## src/rtl/tc_io_pad_ctrl.sv

```systemverilog
// Pad-ring control: register block driving up to 8 IO pad cells, with
// synchronised, debounced and edge-detected return data feeding an interrupt.
module tc_io_pad_ctrl #(
    parameter int         NumPads     = 8,
    parameter logic [3:0] DefStrength = 4'h4,
    parameter int         CntWidth    = 8
) (
    input  logic                   clk_i,
    input  logic                   rst_ni,
    input  logic                   reg_req_i,
    input  logic                   reg_we_i,
    input  logic [3:0]             reg_addr_i,
    input  logic [31:0]            reg_wdata_i,
    output logic [31:0]            reg_rdata_o,
    output logic                   reg_ready_o,
    output logic                   reg_err_o,
    output logic [NumPads-1:0]     pad_data_o,
    output logic [NumPads-1:0]     pad_oe_no,
    output logic [4*NumPads-1:0]   pad_strength_o,
    output logic [NumPads-1:0]     pad_pullup_en_o,
    output logic [NumPads-1:0]     pad_pulldown_en_o,
    input  logic [NumPads-1:0]     pad_data_i,
    output logic                   irq_o,
    output logic [NumPads-1:0]     in_o
);

    logic [NumPads-1:0]   out_q, oe_q, oe_n_q, in_q, pullup_q, pulldown_q;
    logic [NumPads-1:0]   rise_en_q, fall_en_q, status_q;
    logic [4*NumPads-1:0] strength_q;
    logic [CntWidth-1:0]  debounce_q;
    logic [CntWidth-1:0]  cnt_q    [NumPads];
    logic [CntWidth-1:0]  cnt_next [NumPads];
    logic [NumPads-1:0]   sync_p0, sync_p1;
    logic [NumPads-1:0]   in_next, rise, fall, status_next, clr, oe_next;
    logic [31:0]          rdata_next, rdata_q;
    logic                 ready_q, err_q, irq_q, wr;
    logic                 unused_wdata;

    assign wr           = reg_req_i & reg_we_i;
    assign unused_wdata = ^reg_wdata_i;

    always_comb begin
        oe_next = oe_q;
        if (wr && reg_addr_i == 4'd1) oe_next = reg_wdata_i[NumPads-1:0];
        clr = '0;
        if (wr && reg_addr_i == 4'd8) clr = reg_wdata_i[NumPads-1:0];
    end

    // Debounce: count while the synced value disagrees with IN, commit on equality with DEBOUNCE.
    always_comb begin
        in_next = in_q;
        rise    = '0;
        fall    = '0;
        for (int k = 0; k < NumPads; k++) begin
            cnt_next[k] = '0;
            if (sync_p1[k] != in_q[k]) begin
                if (cnt_q[k] == debounce_q) begin
                    in_next[k] = sync_p1[k];
                    rise[k]    = sync_p1[k];
                    fall[k]    = ~sync_p1[k];
                end else begin
                    cnt_next[k] = cnt_q[k] + CntWidth'(1);
                end
            end
        end
        status_next = (status_q & ~clr) | (rise & rise_en_q) | (fall & fall_en_q);
    end

    always_comb begin
        rdata_next = '0;
        if (reg_req_i && !reg_we_i) begin
            case (reg_addr_i)
                4'd0: rdata_next[NumPads-1:0]   = out_q;
                4'd1: rdata_next[NumPads-1:0]   = oe_q;
                4'd2: rdata_next[NumPads-1:0]   = in_q;
                4'd3: rdata_next[NumPads-1:0]   = pullup_q;
                4'd4: rdata_next[NumPads-1:0]   = pulldown_q;
                4'd5: rdata_next[4*NumPads-1:0] = strength_q;
                4'd6: rdata_next[NumPads-1:0]   = rise_en_q;
                4'd7: rdata_next[NumPads-1:0]   = fall_en_q;
                4'd8: rdata_next[NumPads-1:0]   = status_q;
                4'd9: rdata_next[CntWidth-1:0]  = debounce_q;
                default: rdata_next = '0;
            endcase
        end
    end

    always_ff @(posedge clk_i) begin
        if (!rst_ni) begin
            out_q      <= '0;
            oe_q       <= '0;
            oe_n_q     <= '1;
            in_q       <= '0;
            pullup_q   <= '0;
            pulldown_q <= '0;
            strength_q <= {NumPads{DefStrength}};
            rise_en_q  <= '0;
            fall_en_q  <= '0;
            status_q   <= '0;
            debounce_q <= '0;
            sync_p0    <= '0;
            sync_p1    <= '0;
            irq_q      <= 1'b0;
            ready_q    <= 1'b0;
            err_q      <= 1'b0;
            rdata_q    <= '0;
            for (int k = 0; k < NumPads; k++) cnt_q[k] <= '0;
        end else begin
            if (wr) begin
                case (reg_addr_i)
                    4'd0: out_q      <= reg_wdata_i[NumPads-1:0];
                    4'd3: pullup_q   <= reg_wdata_i[NumPads-1:0];
                    4'd4: pulldown_q <= reg_wdata_i[NumPads-1:0];
                    4'd5: strength_q <= reg_wdata_i[4*NumPads-1:0];
                    4'd6: rise_en_q  <= reg_wdata_i[NumPads-1:0];
                    4'd7: fall_en_q  <= reg_wdata_i[NumPads-1:0];
                    4'd9: debounce_q <= reg_wdata_i[CntWidth-1:0];
                    default: ;
                endcase
            end
            oe_q    <= oe_next;
            // Drive only once OE was already set before this edge: one-cycle turnaround on enable.
            oe_n_q  <= ~(oe_q & oe_next);
            sync_p0 <= pad_data_i;
            sync_p1 <= sync_p0;
            in_q    <= in_next;
            for (int k = 0; k < NumPads; k++) cnt_q[k] <= cnt_next[k];
            status_q <= status_next;
            irq_q    <= |status_next;
            ready_q  <= reg_req_i;
            err_q    <= reg_req_i && (reg_addr_i >= 4'd10);
            rdata_q  <= rdata_next;
        end
    end

    assign reg_rdata_o       = rdata_q;
    assign reg_ready_o       = ready_q;
    assign reg_err_o         = err_q;
    assign pad_data_o        = out_q;
    assign pad_oe_no         = oe_n_q;
    assign pad_strength_o    = strength_q;
    assign pad_pullup_en_o   = pullup_q & ~pulldown_q;
    assign pad_pulldown_en_o = pulldown_q;
    assign irq_o             = irq_q;
    assign in_o              = in_q;

endmodule

```

## config.mk

```make
export PLATFORM = sky130hd
export DESIGN_NAME = tc_io_pad_ctrl
export DESIGN_NICKNAME = d
export VERILOG_FILES = /design/src/rtl/tc_io_pad_ctrl.sv
export SDC_FILE = /design/constraint.sdc
export NUM_CORES = 1
export LEC_CHECK = 0
export ABC_AREA = 1
export BUFFER_PORTS_ARGS = -buffer_cell sky130_fd_sc_hd__buf_2
export CAP_MARGIN = 20
export CORE_ASPECT_RATIO = 0.8
export CORE_MARGIN = 3
export CORE_UTILIZATION = 40
export CTS_BUF_LIST = sky130_fd_sc_hd__clkbuf_8 sky130_fd_sc_hd__clkbuf_16
export DETAILED_ROUTE_END_ITERATION = 8
export GPL_TIMING_DRIVEN = 1
export SETUP_SLACK_MARGIN = 0.1
export SLEW_MARGIN = 20
export SYNTH_ARGS = -nofsm -noshare
export SYNTH_HDL_FRONTEND = slang
export SYNTH_SLANG_ARGS = --single-unit
```

## constraint.sdc

```tcl
create_clock -name clk_i -period 2.61 [get_ports clk_i]
set_input_delay 0.522 -clock clk_i [delete_from_list [all_inputs] [get_ports clk_i]]
set_output_delay 0.522 -clock clk_i [all_outputs]
set_load 0.05 [all_outputs]
```

==> flow_metrics.py, run 1 <==
metrics = {
    "critical_path": {
        "cp-start-kind": "flip-flop",
        "crit_chain": "buf_2",
        "crit_slowest_cell": "dfxtp_1",
        "worstPathArrival_ns": 1.33,
        "max_stage_delay_ns": 0.50,
        "critPathRequiredTime_ns": 2.09,
        "crit_path_end_kind": "output port",
        "crit_family": "flip-flops",
        "path_max_fanout": 4,
        "cp_num_buf_inv": 1,
        "path_class": "flip-flop to output port",
    },
    "route": {
        "via_per_inst": 4.78,
        "drcViolationCount": 0,
        "firstDrtPassIters": 4,
        "ant_nets": 0,
        "drtIter0Drc": 578,
        "routedWlPerCell_microns": 15.0,
        "via_count": 8197,
        "routed_wirelength_microns": 25700,
    },
    "cts": {
        "clock_sinks": 227,
        "cts_root_buf": "clkbuf_16",
        "clkTransAtPathRegs_ns": 0.06,
        "cts_max_level": 1,
        "cts_buffers": 23,
        "cts_setup_buffers": 0,
        "ctsHoldBuffers": 0,
        "clock_path_buffers": 3,
        "cts.repair.resized": 0,
        "worstSkewPairLatency_ns": 0.51,
        "cts_tree": "yes",
    },
    "timing": {
        "setup_ws_ns": 0.761,
        "fin_skew_ns": 0.0230,
        "grt_setup_unrepaired": "false",
        "tightest_slew_ns": 0.694,
        "setup_viol": 0,
        "slew_violations": 0,
        "finalCriticalPeriod_ns": 1.85,
        "hold_viol_final": 0,
        "fin_crit_sh_pct": 70.9,
        "fmax_ghz": 0.541,
        "setup-tns-final_ns": 0,
        "max-slew-margin-rel_pct": 53.7,
    },
    "finish": {
        "fin_area_sq_um": 11200,
        "multiInputGateArea_sq_um": 3990,
        "drive_above_1_share_pct": 15.9,
        "fin_nets": 1448,
        "final_cell_mix": "dfxtp_1, nand2_1, inv_1, buf_2, nor2_1",
        "area_growth_syn_to_layout_pct": 19.8,
        "final_common_cell": "dfxtp_1",
        "seqCellArea_sq_um": 4540,
        "fillers": 2257,
    },
    "floorplan": {
        "top_level_ports": 155,
        "dieWidth_microns": 177,
        "initial_core_util_pct": 41.3,
        "rows": 49,
        "fp.dieH_microns": 143,
        "coreArea_sq_um": 22700,
        "die_area_sq_um": 25400,
    },
    "global_routing": {
        "grt-ovfl-total": 0,
        "grt_usage_pct": 19.7,
        "antenna_found_initial": 1,
        "grt_max_degree": 64,
        "grt_pass1_vias": 7505,
        "grt_first_pass_wirelength_microns": 40200,
    },
    "placement": {
        "place_area_sq_um": 10500,
        "dp_slack_ns": 0.535,
        "dp_hpwl_microns": 19000,
        "port_buffers": 154,
        "gp_congestion": 0.873,
    },
    "synthesis": {
        "synth_flop_cell": "dfxtp_1",
        "syn_inst": 1231,
        "ys_seq_area_share_pct": 48.4,
        "syn_area_sq_um": 9390,
        "synthArstFlopShare_pct": 0,
        "syn-mean-instance-area_sq_um": 7.63,
        "ys_types": 31,
        "yosysWarnings": 0,
        "syn_nets": 1287,
        "synth-seq-cells": 227,
        "synth_edf_count": 0,
    },
    "power_and_ir_drop": {
        "power_density_nw_per_um2": 647,
        "p_leak_nw": 4.94,
        "ir_worst_vdd_mv": 0.428,
    },
    "min_path": {
        "hp-class": "input pin to flip-flop",
    },
    "outcome": {
        "outcome": "completed",
    },
    "job": {
        "drv_cap": 0,
    },
}
[area by class of cell]
| type | count | share of cell area [%] |
|---|---|---|
| Clock inverter | 12 | 0.957 |
| Inverter | 174 | 5.81 |
| Antenna cell | 1 | 0.0222 |
| Sequential cell | 227 | 40.4 |
| Clock buffer | 28 | 5.73 |
| Multi-Input combinational cell | 792 | 35.5 |
| Tap cell | 306 | 3.40 |
| Timing Repair Buffer | 174 | 8.19 |
[cells by family after synthesis]
logic type / synth area share (%)
buf+inv: 9.11
simple gates: 19.7
compound gates: 15.1
fa+ha+maj: 1.07
flops: 48.4
xor+xnor: 6.62
[per-stage QoR]
step | instances | utilization, % | total power, mW | hold WS, ns
after floorplan | 1231 | - | 3.90 | 0.379
after global placement | 1673 | 46.1 | 4.06 | 0.396
after detailed placement | 1673 | 46.1 | 4.06 | 0.396
after CTS | 1713 | 49.4 | 7.34 | 0.189
after global routing | 1713 | 49.4 | 7.54 | 0.203
final | 1714 | 49.4 | 7.27 | 0.207
[final timing paths]
| check | start | end | slack (ns) | cells past startpoint |
|---|---|---|---|---|
| max | in_o[2] | in_o[2] | 0.76 | 1 |
| min | pad_data_i[5] | sync_p0[5] | 0.21 | 3 |
| max reg2reg | debounce_q[3] | cnt_q[0][27] | 0.78 | 7 |
| min reg2reg | sync_p0[4] | sync_p1[4] | 0.41 | 2 |
[registers in the layout, indices dropped and copies added, names as in the netlist]
name,cells
reg_ready_o,1
pad_data_o,8
in_o,8
pullup_q,8
status_q,8
rise_en_q,8
pad_strength_o,32
reg_err_o,1
oe_q,8
pad_pulldown_en_o,8
reg_rdata_o,32
cnt_q,64
sync_p1,8
pad_oe_no,8
sync_p0,8
debounce_q,8
fall_en_q,8
irq_o,1
[cells in the mapped netlist (8+ instances only)]
master      n  area [sq um]
a211oi_1   11          82.6
a21oi_1   130           651
buf_2       9          45.0
buf_4      11          82.6
clkbuf_1   17          63.8
dfxtp_1   227          4540
ha_1        8           100
inv_1     171           642
nand2_1   224           841
nand3_1    40           200
nand4_1    17           106
nor2_1    136           510
nor3_1      8          40.0
o21a_1      8          60.1
o21ai_0    96           480
o22ai_1    19           119
xnor2_1    48           420
xor2_1     23           201
[routing by layer]
layer,routed length [microns],global-route usage (%),part of all wire (%),vias to the layer above
met5,0,0,0,-
met4,236,2.23,0.92,0
met3,2100,4.04,8.2,22
met2,10700,29.8,42,268
met1,12700,29.7,49,3648
li1,-,-,-,4259
[where the power goes]
| group | switching [mW] | total [mW] | internal (mW) |
|---|---|---|---|
| registers | 0.0364 | 3.55 | 3.51 |
| logic | 0.315 | 0.436 | 0.120 |
| clock network | 1.35 | 3.29 | 1.94 |
| total | 1.70 | 7.27 | 5.57 |
Note: power is estimated with default switching activity, not from simulation.
==> inputs of run 2 (changes only) <==
--- a/config.mk
+++ b/config.mk
@@ -5,7 +5,7 @@
 export SDC_FILE = /design/constraint.sdc
 export NUM_CORES = 1
 export LEC_CHECK = 0
-export ABC_AREA = 1
+export ABC_AREA = 0
 export BUFFER_PORTS_ARGS = -buffer_cell sky130_fd_sc_hd__buf_2
 export CAP_MARGIN = 20
 export CORE_ASPECT_RATIO = 0.8
==> constraint.sdc (replaced) <==
create_clock -name clk_i -period 1.7 [get_ports clk_i]
set_input_delay 0.34 -clock clk_i [delete_from_list [all_inputs] [get_ports clk_i]]
set_output_delay 0.34 -clock clk_i [all_outputs]
set_load 0.05 [all_outputs]
==> run 2 against run 1 <==
Effect of this change: the run now ends with negative setup slack left; wire length is 15% higher; flip-flop and latch count unchanged; largest power group is now the clock network; worst hold slack lost 0.18 ns; die area grew 4.8%; count of clock-buffer cells in the layout grew 3.
==> flow_metrics.py, run 2 <==
metrics = {
    "global_routing": {
        "antenna_found_initial": 0,
        "grt_max_degree": 73,
        "grt_usage_pct": 21.4,
        "grt_first_pass_wirelength_microns": 46500,
        "grt_pass1_vias": 8229,
        "grt-ovfl-total": 0,
    },
    "timing": {
        "tightest_slew_ns": 0.462,
        "grt_setup_unrepaired": "true",
        "setup-tns-final_ns": -0.0520,
        "slew_violations": 0,
        "setup_viol": 1,
        "hold_viol_final": 0,
        "fmax_ghz": 0.571,
        "max-slew-margin-rel_pct": 69.1,
        "finalCriticalPeriod_ns": 1.75,
        "fin_skew_ns": 0.0195,
        "fin_crit_sh_pct": 103,
        "hold_ws_ns": 0.0247,
        "setup_ws_ns": -0.0520,
    },
    "finish": {
        "largest_reg_flops": 64,
        "drive_above_1_share_pct": 34.9,
        "fin_nets": 1376,
        "top_register": "cnt_q",
        "n_antenna_cell": 0,
        "final_common_cell": "dfxtp_1",
        "area_growth_syn_to_layout_pct": 38.9,
        "fin_area_sq_um": 13700,
        "final_cell_mix": "dfxtp_1, buf_2, buf_4, nand2_1, xor2_1",
        "final_cell_count_no_fill": 1650,
    },
    "synthesis": {
        "synth_flop_cell": "dfxtp_1",
        "ys_top_cells_by_count": "dfxtp_1, nand2_1, xor2_1, nand3_1, nor2_1",
        "syn_nets": 1114,
        "ys_types": 52,
        "syn-mean-instance-area_sq_um": 9.32,
        "ys_seq_area_share_pct": 46.1,
        "synthArstFlopShare_pct": 0,
        "synth.most_common_cell": "dfxtp_1",
        "yosys.area.top_type": "dfxtp_1",
        "yosysWarnings": 0,
        "syn_area_sq_um": 9860,
        "synth_top_area_share_pct": 46.1,
        "synth_edf_count": 0,
        "syn_inst": 1058,
        "synth-seq-cells": 227,
        "netlist_top_cells_area": "dfxtp_1, xor2_1, mux2i_1",
    },
    "min_path": {
        "hp-class": "input pin to flip-flop",
        "min_path_cells": 2,
        "hold_end": "sync_p0[3]",
        "hp-start": "pad_data_i[3]",
    },
    "critical_path": {
        "cp_num_buf_inv": 2,
        "r2r_cells": 7,
        "regToRegSetupSlack_ns": -0.05,
        "worstPathArrival_ns": 2.16,
        "regToRegEndpoint": "irq_o",
        "path_class": "flip-flop to flip-flop",
        "critPathRequiredTime_ns": 2.11,
        "max_stage_delay_ns": 0.37,
        "reg2reg_from": "debounce_q[5]",
        "crit_path_end_kind": "flip-flop",
        "startpoint": "debounce_q[5]",
        "crit_slowest_cell": "dfxtp_2",
        "cp-start-kind": "flip-flop",
        "path_max_fanout": 5,
        "crit_chain": "buf_12 > xor2_2 > nor4_2 > buf_4 > a32oi_4 > nand4_1 > o41a_1",
        "crit_family": "compound AO/OA/AOI/OAI gates",
    },
    "cts": {
        "clkTransAtPathRegs_ns": 0.07,
        "cts_root_buf": "clkbuf_16",
        "cts_tree": "yes",
        "cts_max_level": 1,
        "ctsHoldBuffers": 0,
        "worstSkewPairLatency_ns": 0.52,
        "cts_buffers": 24,
        "clock_path_buffers": 3,
        "clock_sinks": 227,
    },
    "floorplan": {
        "initial_core_util_pct": 41.4,
        "coreArea_sq_um": 23800,
        "dieWidth_microns": 182,
        "die_area_sq_um": 26600,
        "rows": 50,
        "top_level_ports": 155,
        "fp.dieH_microns": 146,
    },
    "route": {
        "via_per_inst": 5.08,
        "drcViolationCount": 0,
        "firstDrtPassIters": 5,
        "ant_nets": 0,
        "routedWlPerCell_microns": 18.0,
        "via_count": 8386,
        "wl_met2_microns": 13300,
        "dr_wl_met3_microns": 2000,
        "drtIter0Drc": 544,
        "top_layer_used": "met4",
        "routed_wirelength_microns": 29600,
        "wl_met1_microns": 13900,
    },
    "placement": {
        "place_area_sq_um": 11900,
        "dp_hpwl_microns": 21200,
        "dp_cells": 1598,
        "port_buffers": 154,
        "gp_congestion": 0.855,
    },
    "job": {
        "drv_cap": 0,
    },
    "power_and_ir_drop": {
        "power_density_nw_per_um2": 886,
        "p_leak_nw": 5.98,
        "total_power_mw": 12.1,
        "ir_worst_vdd_mv": 0.730,
    },
    "outcome": {
        "failed_checks": "negative setup slack",
        "outcome": "complete, but fails checks",
    },
}
-- run 2: layer usage --
layer / global-route usage (%) / vias to the layer above
met2: 32.6 / 241
met5: 0 / -
met4: 3.96 / 0
met1: 31.8 / 4020
met3: 4.21 / 28
li1: - / 4097
-- run 2: worst max-delay path by stage --
| stage | to | slack (ns) | cells after the start |
|---|---|---|---|
| after floorplan | irq_o | 0.06 | 7 |
| after global placement | irq_o | -0.29 | 6 |
| after detailed placement | irq_o | -0.37 | 6 |
| after CTS | irq_o | -0.02 | 7 |
| after global routing | irq_o | -0.12 | 7 |
| final | irq_o | -0.05 | 7 |
-- run 2: power by group --
part | internal, mW | leakage [nW] | switching (mW)
clock | 3.71 | 0.448 | 2.27
combinational | 0.312 | 3.69 | 0.438
sequential | 5.36 | 1.85 | 0.0449
-- run 2: metrics by stage --
| step | utilization [%] | setup slack (ns) |
|---|---|---|
| final | 57.5 | -0.0520 |
| after floorplan | - | 0.0622 |
| after CTS | 55.6 | -0.0184 |
| after global placement | 50.0 | -0.286 |
| after detailed placement | 50.0 | -0.373 |
| after global routing | 57.5 | -0.125 |
-- run 2: cell families (layout without fill, tap and decap cells) --
logic type	after synthesis	after routing	synth area share [%]
AND/OR/NAND/NOR	455	455	23.6
multiplexers	58	58	6.46
buffers and inverters	76	356	3.78
flip-flops	227	227	46.1
adder cells (fa/ha/maj)	8	8	1.02
XOR/XNOR	120	120	10.7
AO/OA/AOI/OAI	114	114	8.41
-- run 2: repair_timing --
item,CTS,global route
gates cloned,1,0
endpoints found under the setup margin,94,93
pin swaps,36,25
gates resized for setup,96,102
setup buffers,2,7
-- run 2: area by class of cell --
type                    instances  area (sq um)
inverters                      13          48.8
repair buffers                299          2230
flip-flops and latches        227          4580
clock inverters                13           205
clock buffers                  31           708
well taps                     312           390
fillers                      2048         10100
multi-input cells             755          5530
